--- config.mk ---
export PLATFORM = sky130hd
export DESIGN_NAME = uart_baud_gen_frac
export DESIGN_NICKNAME = d
export VERILOG_FILES = /design/src/rtl/uart_baud_gen_frac.sv
export SDC_FILE = /design/constraint.sdc
export NUM_CORES = 1
export LEC_CHECK = 0
export CELL_PAD_IN_SITES_DETAIL_PLACEMENT = 1
export CELL_PAD_IN_SITES_GLOBAL_PLACEMENT = 2
export CORE_ASPECT_RATIO = 0.75
export CORE_MARGIN = 10
export CORE_UTILIZATION = 40
export CTS_BUF_LIST = sky130_fd_sc_hd__clkbuf_2 sky130_fd_sc_hd__clkbuf_4 sky130_fd_sc_hd__clkbuf_8
export DETAILED_ROUTE_END_ITERATION = 7
export GPL_TIMING_DRIVEN = 0
export PLACE_DENSITY = 0.91
export SYNTH_ARGS = -nofsm -noshare
export SYNTH_HDL_FRONTEND = slang
export SYNTH_SLANG_ARGS = --single-unit
--- constraint.sdc ---
create_clock -name pclk -period 7.5 [get_ports pclk]
set_input_delay 1.125 -clock pclk [delete_from_list [all_inputs] [get_ports pclk]]
set_output_delay 1.125 -clock pclk [all_outputs]
set_load 0.05 [all_outputs]
--- src/rtl/uart_baud_gen_frac.sv ---
// Fractional-divisor UART baud generator: oversample tick, RX mid-bit sample strobe
// and TX bit-boundary strobe, all registered and mutually aligned.
module uart_baud_gen_frac #(
    parameter int INT_WIDTH  = 16,
    parameter int FRAC_WIDTH = 4,
    parameter int OVS        = 16,
    localparam int PH_W      = $clog2(OVS)
) (
    input  logic                  pclk,
    input  logic                  presetn,
    input  logic                  enable,
    input  logic [INT_WIDTH-1:0]  div_int,
    input  logic [FRAC_WIDTH-1:0] div_frac,
    input  logic                  div_update,
    input  logic [PH_W-1:0]       sample_pt,
    input  logic                  rx_clr,
    input  logic                  tx_clr,
    output logic                  os_tick,
    output logic                  sample_edge,
    output logic                  transmit_edge,
    output logic                  div_err
);

    localparam logic [INT_WIDTH:0] PRESC_ONE = (INT_WIDTH+1)'(1);
    localparam logic [PH_W-1:0]    PH_ONE    = PH_W'(1);
    localparam logic [PH_W-1:0]    PH_LAST   = PH_W'(OVS - 1);

    logic [INT_WIDTH-1:0]  div_int_q;
    logic [FRAC_WIDTH-1:0] div_frac_q;
    logic                  div_err_q;
    logic [INT_WIDTH:0]    presc_cnt;
    logic [INT_WIDTH:0]    period;
    logic [FRAC_WIDTH-1:0] acc;
    logic                  carry;
    logic [FRAC_WIDTH:0]   acc_sum;
    logic [PH_W-1:0]       rx_ph;
    logic [PH_W-1:0]       tx_ph;
    logic                  run;
    logic                  tick_i;

    // Extra bit on presc_cnt/period lets div_int = max plus carry count without wrapping.
    assign period  = {1'b0, div_int_q} + {{INT_WIDTH{1'b0}}, carry};
    assign acc_sum = {1'b0, acc} + {1'b0, div_frac_q};
    assign run     = enable & ~div_err_q;
    assign tick_i  = run & (presc_cnt == period);

    always_ff @(posedge pclk or negedge presetn) begin
        if (!presetn) begin
            div_int_q  <= '0;
            div_frac_q <= '0;
            div_err_q  <= 1'b0;
        end else if (div_update) begin
            div_int_q  <= div_int;
            div_frac_q <= div_frac;
            div_err_q  <= (div_int == '0);
        end else begin
            div_err_q  <= (div_int_q == '0);
        end
    end

    // The accumulator carry stretches the following period by one pclk.
    always_ff @(posedge pclk or negedge presetn) begin
        if (!presetn) begin
            presc_cnt <= PRESC_ONE;
            acc       <= '0;
            carry     <= 1'b0;
        end else if (div_update) begin
            presc_cnt <= PRESC_ONE;
            acc       <= '0;
            carry     <= 1'b0;
        end else if (tick_i) begin
            presc_cnt    <= PRESC_ONE;
            {carry, acc} <= acc_sum;
        end else if (run) begin
            presc_cnt <= presc_cnt + PRESC_ONE;
        end
    end

    always_ff @(posedge pclk or negedge presetn) begin
        if (!presetn) begin
            rx_ph <= '0;
            tx_ph <= '0;
        end else if (div_update) begin
            rx_ph <= '0;
            tx_ph <= '0;
        end else begin
            if (rx_clr) begin
                rx_ph <= '0;
            end else if (tick_i) begin
                rx_ph <= rx_ph + PH_ONE;
            end
            if (tx_clr) begin
                tx_ph <= '0;
            end else if (tick_i) begin
                tx_ph <= tx_ph + PH_ONE;
            end
        end
    end

    always_ff @(posedge pclk or negedge presetn) begin
        if (!presetn) begin
            os_tick       <= 1'b0;
            sample_edge   <= 1'b0;
            transmit_edge <= 1'b0;
        end else begin
            os_tick       <= tick_i;
            sample_edge   <= tick_i & ~rx_clr & (rx_ph == sample_pt);
            transmit_edge <= tick_i & ~tx_clr & (tx_ph == PH_LAST);
        end
    end

    assign div_err = div_err_q;

endmodule

# == Word-level counts from Yosys, hierarchy flattened ==
# Cells that the tools add are included.
# word_totals
regBits,54
out_inout_bits,4
wordCells,48
# op_classes
n_addsub,5
n_eq_ne,3
muxes,14
bitwise,9
reduce_logical,6
# op_table
operator,n
2-to-1 mux 17 bit,3
logical NOT 16 bit,2
2-to-1 mux 4 bit,8
adder 16 x 1 -> 17 bit,1
"adder 17 x 1 -> 17 bit, second input constant",1
equality test 17 bit,1
nonzero test 3 bit,3
"adder 4 x 1 -> 4 bit, second input constant",2
bitwise AND 1 bit,6
adder 4 x 4 -> 5 bit,1
equality test 4 bit,1
"equality test 4 bit, second input constant",1
2-to-1 mux 1 bit,3
inverter 1 bit,3
nonzero test 2 bit,1

# == Logic depth before layout (Yosys ltp) ==
# depth
word_depth,6
ltp_mapped,11

# == Worst setup path before layout ==
# Ideal clock, no wire load.
# synth_path
kind,input to register
startpoint,input enable
endpoint,register rx_ph[3]
setup_time_ps,77
t_arrival_ps,3078
t_required_ps,7423
setup_slack_ps,4345
path_stages,8
n_path_buf,1
path_cell_list,nor2b_1 clkbuf_1 nand3_1 a211oi_2 nand3_1 or4b_4 or4_1 a21oi_1
# synth_via
elab_chain_cells,3
# synth_rtl
element,line,rtl
from (decl),11,"input logic enable,"
bitwise AND 1 bit,44,assign run = enable & ~div_err_q;
bitwise AND 1 bit,45,assign tick_i = run & (presc_cnt == period);
nonzero test 3 bit (no source line),-,
to (signal assigned),90,rx_ph <= rx_ph + PH_ONE;
to (decl),36,logic [PH_W-1:0] rx_ph;
# Every way passes these cells.
# A chain may end at the register's enable or synchronous reset.

# == Worst setup path after layout ==
# layout_path
startpoint,input enable
endpoint,register acc[2]
# layout_via
elab_chain_cells,3
# layout_rtl
element,line,rtl
bitwise AND 1 bit,44,
bitwise AND 1 bit,45,
nonzero test 2 bit (no source line),-,
to (signal assigned),73,"{carry, acc} <= acc_sum;"
to (decl),33,logic [FRAC_WIDTH-1:0] acc;
# Every way passes these cells.

==> flow_results.org <==
** Status
- Outcome :: completed

** Logic synthesis
- Counting flops with an async set or reset pin after synthesis yields a share of 100.0%.
- After technology mapping, the gate count stands at 328.
- Syn avg cell area :: 9.743 µm²
- After synthesis the cells add up to 3196 µm².
- Yosys attributes the largest share of cell area to dfrtp_1 (42%), mux2_2 (6.3%), xnor2_1 (5.8%), xor2_1 (4.9%), ha_1 (3.5%).
- Post-synth EDFFs :: 0
- Count of yosys warnings during synthesis :: 0
- Nets in the synthesized netlist :: 368
- In this run the biggest area consumer among cell types represents 41.50% of the synthesized area.
- Top FF cell, synth :: dfrtp_1
- In this run, distinct cell masters in the synthesized netlist total 53.
- The synthesized design contains 54 register bits.
- The largest total area in the synthesized netlist belongs to dfrtp_1.
- After synthesis, flip-flops and latches occupy 42.33% of the total area.

** Timing
- Peak clock frequency supported by timing :: 265.9 MHz
- After routing, the total negative slack on setup checks comes to 0 ps.
- Final worst clock skew :: 10.19 ps
- The number of hold violations in the final report is 0.
- Final count of negative-setup-slack endpoints :: 0
- In this run the tightest slew margin relative to its limit is 35.42%.
- The total count of max-transition violations in the final report came to 0.
- Final critical delay including setup and external delays :: 3761 ps
- At the pin with the least slew margin, the transition time is 966.2 ps.
- Period Utilization, post-route :: 50.14%
- RSZ-0062 raised after global routing :: false

** CTS
- The number of setup buffers added after CTS is 0.
- After clock tree synthesis, the repair step resized 0 gates.
- Clock root buffer :: clkbuf_8
- TritonCTS built the clock tree.
- The longest clock path from root to sink contains 2 buffers.
- Number of buffers added by the clock tree synthesis step :: 5
- Hold repair after CTS inserted 0 buffers.
- Total number of H-tree levels :: 2
- Insertion delay to the later sink of the worst-skew pair :: 310 ps
- Reg clk slew, reported paths :: 100 ps
- The clock net in this run drives a total of 54 sinks.

** Floorplanning
- The core region is 7848 µm².
- Die Footprint :: 12000 µm²
- Site Rows :: 28
- Chip height :: 97.41 µm
- I/O pin count :: 34
- The initial utilization of the core area, before any placement, comes to 40.72%.
- Measured along the x axis, the die boundary spans 123.2 µm.

** Routing
- Number of routed nets with antenna violations :: 0
- Total via count after detailed routing :: 2700
- Initial DRT Pass Iterations :: 4
- Dividing the detail-routed via count by the number of cells gives 5.696.
- Average wire per standard cell :: 19.38 µm
- In this run, the number of DRC markers left after iteration 0 of detailed routing was 128.
- Overall routed net length :: 9187 µm
- After detailed routing, the number of remaining DRC violations is 0.

** Placed design
- Number of cells in the design after placement :: 466
- Detailed placement finished with a half-perimeter wire length of 7194 µm.
- PortBufs :: 32
- Routability-driven placement finished with a final weighted congestion of 0.8251.

** Setup path
- CP max stage delay :: 830 ps
- The critical path starts at enable.
- Crit path max-delay cell type :: nor4b_2
- By instance count, the cell type seen most on the critical path is nand3_1.
- At the worst endpoint, the arrival time is 3970 ps.
- Worst path bufs/invs :: 2
- Worst-path fanout max :: 9
- Worst setup path category :: in2reg
- Ordered list of cells on the worst path :: clkdlybuf4s50_1 -> nor2b_1 -> clkbuf_1 -> nand3_1 -> a211oi_2 -> nand3_1 -> nor4b_2 -> a21oi_1 -> a311oi_1
- The setup check on the worst reg-to-reg path leaves a slack of 4000 ps.
- STA classifies the critical path startpoint as an input pin.
- The worst register-to-register path begins at carry$_DFFE_PN0P_.
- Data on the critical path is required at its endpoint by 7710 ps.
- Crit end category :: register
- CP delay by family, top :: simple AND/OR/NAND/NOR gates

** Hold path
- In this run the most critical hold path is launched from div_frac_q[0]$_DFFE_PN0P_.
- Min-Delay Path Class :: reg2reg

** GRT
- Sum of overflow across all layers after global routing :: 0
- Global-route wire length before repair :: 15480 µm
- The initial antenna violation count came to 0.
- Global routing used 16.00% of the available tracks.
- Entering global routing, the biggest net connects 38 pins.
- Via count of the first global-routing pass :: 2932

** Cells and area
- Post-layout instance count excluding filler cells :: 474
- 0 antenna diodes ended up in the layout.
- The library cell used most frequently in the layout, excluding fill and tap cells, is dfrtp_1.
- Cells with a size suffix above 1 make up 11.38% of the layout.
- Number of fillers in the final layout :: 918
- Leaving out fill and tap cells, the most frequent cells in the layout are dfrtp_1 (53), clkdlybuf4s50_1 (31), nor2_1 (28).
- Area grow syn2layout :: 18.36%
- Net count, final :: 408

** Power
- Cell Pwr Density :: 165.7 nW/µm²
- VDD IR-drop max :: 0.00007111 V
- In this run the static leakage power is 1.513 nW.

** Job
- The tool flagged a number of max-cap violations equal to 0.
[state kept, by name (all words and copies together) (netlist names), 4 cells and up]
| signal | cells |
|---|---|
| rx_ph | 4 |
| tx_ph | 4 |
| div_int_q | 16 |
| acc | 4 |
| div_frac_q | 4 |
| presc_cnt | 17 |
[final cells by class]
cell class	count	area, µm²	area share, %
Multi-Input combinational cell	250	1749	46.25
Sequential cell	54	1353	35.76
Inverter	9	33.78	0.8932
Tap cell	105	131.4	3.473
Buffer	15	60.06	1.588
Timing Repair Buffer	33	335.3	8.865
Clock inverter	1	30.03	0.7939
Clock buffer	7	90.09	2.382
[path summary, 6_finish.rpt]
kind	to	depth (start not counted)
worst max-delay path	acc[2]$_DFFE_PN0P_	9
worst min-delay path	div_frac_q[0]$_DFFE_PN0P_	1
worst max register to register	acc[2]$_DFFE_PN0P_	10
worst min register to register	div_frac_q[0]$_DFFE_PN0P_	1
max in group asynchronous	presc_cnt[0]$_DFFE_PN1P_	2
min in group asynchronous	div_frac_q[0]$_DFFE_PN0P_	1
[synth_stat cells (all sizes together) (4+ instances only)]
master  count
a21oi      16
nor4        9
buf         4
nand4       8
nand2      21
mux2       18
o21ai      14
and4        4
or4        10
ha          9
and3        4
xnor2      21
o31ai       5
clkbuf     11
nand3      22
xor2       18
inv         9
dfrtp      53
nor2b       4
nor2       28
[worst reg2reg max path: cells and delay by family (launching register included)]
| kind | cells | cell delay, ps |
|---|---|---|
| AO/OA/AOI/OAI | 3 | 890 |
| adder cells (fa/ha/maj) | 2 | 460 |
| buffers and inverters | 1 | 270 |
| flip-flops | 1 | 420 |
| AND/OR/NAND/NOR | 4 | 1370 |
[metrics by stage]
stage                power, W  cell area, µm²  hold WS, ps  worst slack (ps)  util [%]
finish              0.0006267            3782        531.6              3739     48.20
global route        0.0006554            3782        554.6              3471     48.20
CTS                 0.0006328            3782        541.2              3740     48.20
detailed placement  0.0004186            3662        514.5              3449     46.67
global placement    0.0004129            3647        504.8              3487     46.48
floorplan           0.0003740            3196        487.5              4345         -
[routing by layer]
layer  vias up  GRT usage (%)  wire [µm]
li1       1268              -          -
met4         0          4.200        121
met2        49          24.08       4229
met3        11          2.555        359
met5         -              0          0
met1      1372          22.97       4477
[cells by family after synthesis]
kind of cell / count (synthesis) / synth area share (%)
AND/OR/NAND/NOR: 126 / 21.77
AO/OA/AOI/OAI: 57 / 11.79
flip-flops: 54 / 42.33
XOR/XNOR: 39 / 10.69
buffers and inverters: 24 / 2.936
multiplexers: 18 / 6.343
adder cells (fa/ha/maj): 10 / 4.150
[power by group]
group	internal (W)	switching (W)	total (W)
logic	0.0000443	0.0000488	0.0000931
registers	0.000303	0.0000162	0.000319
clock network	0.000113	0.000101	0.000214
total	0.000460	0.000166	0.000627
No activity file was read; power rests on OpenSTA's default activity.
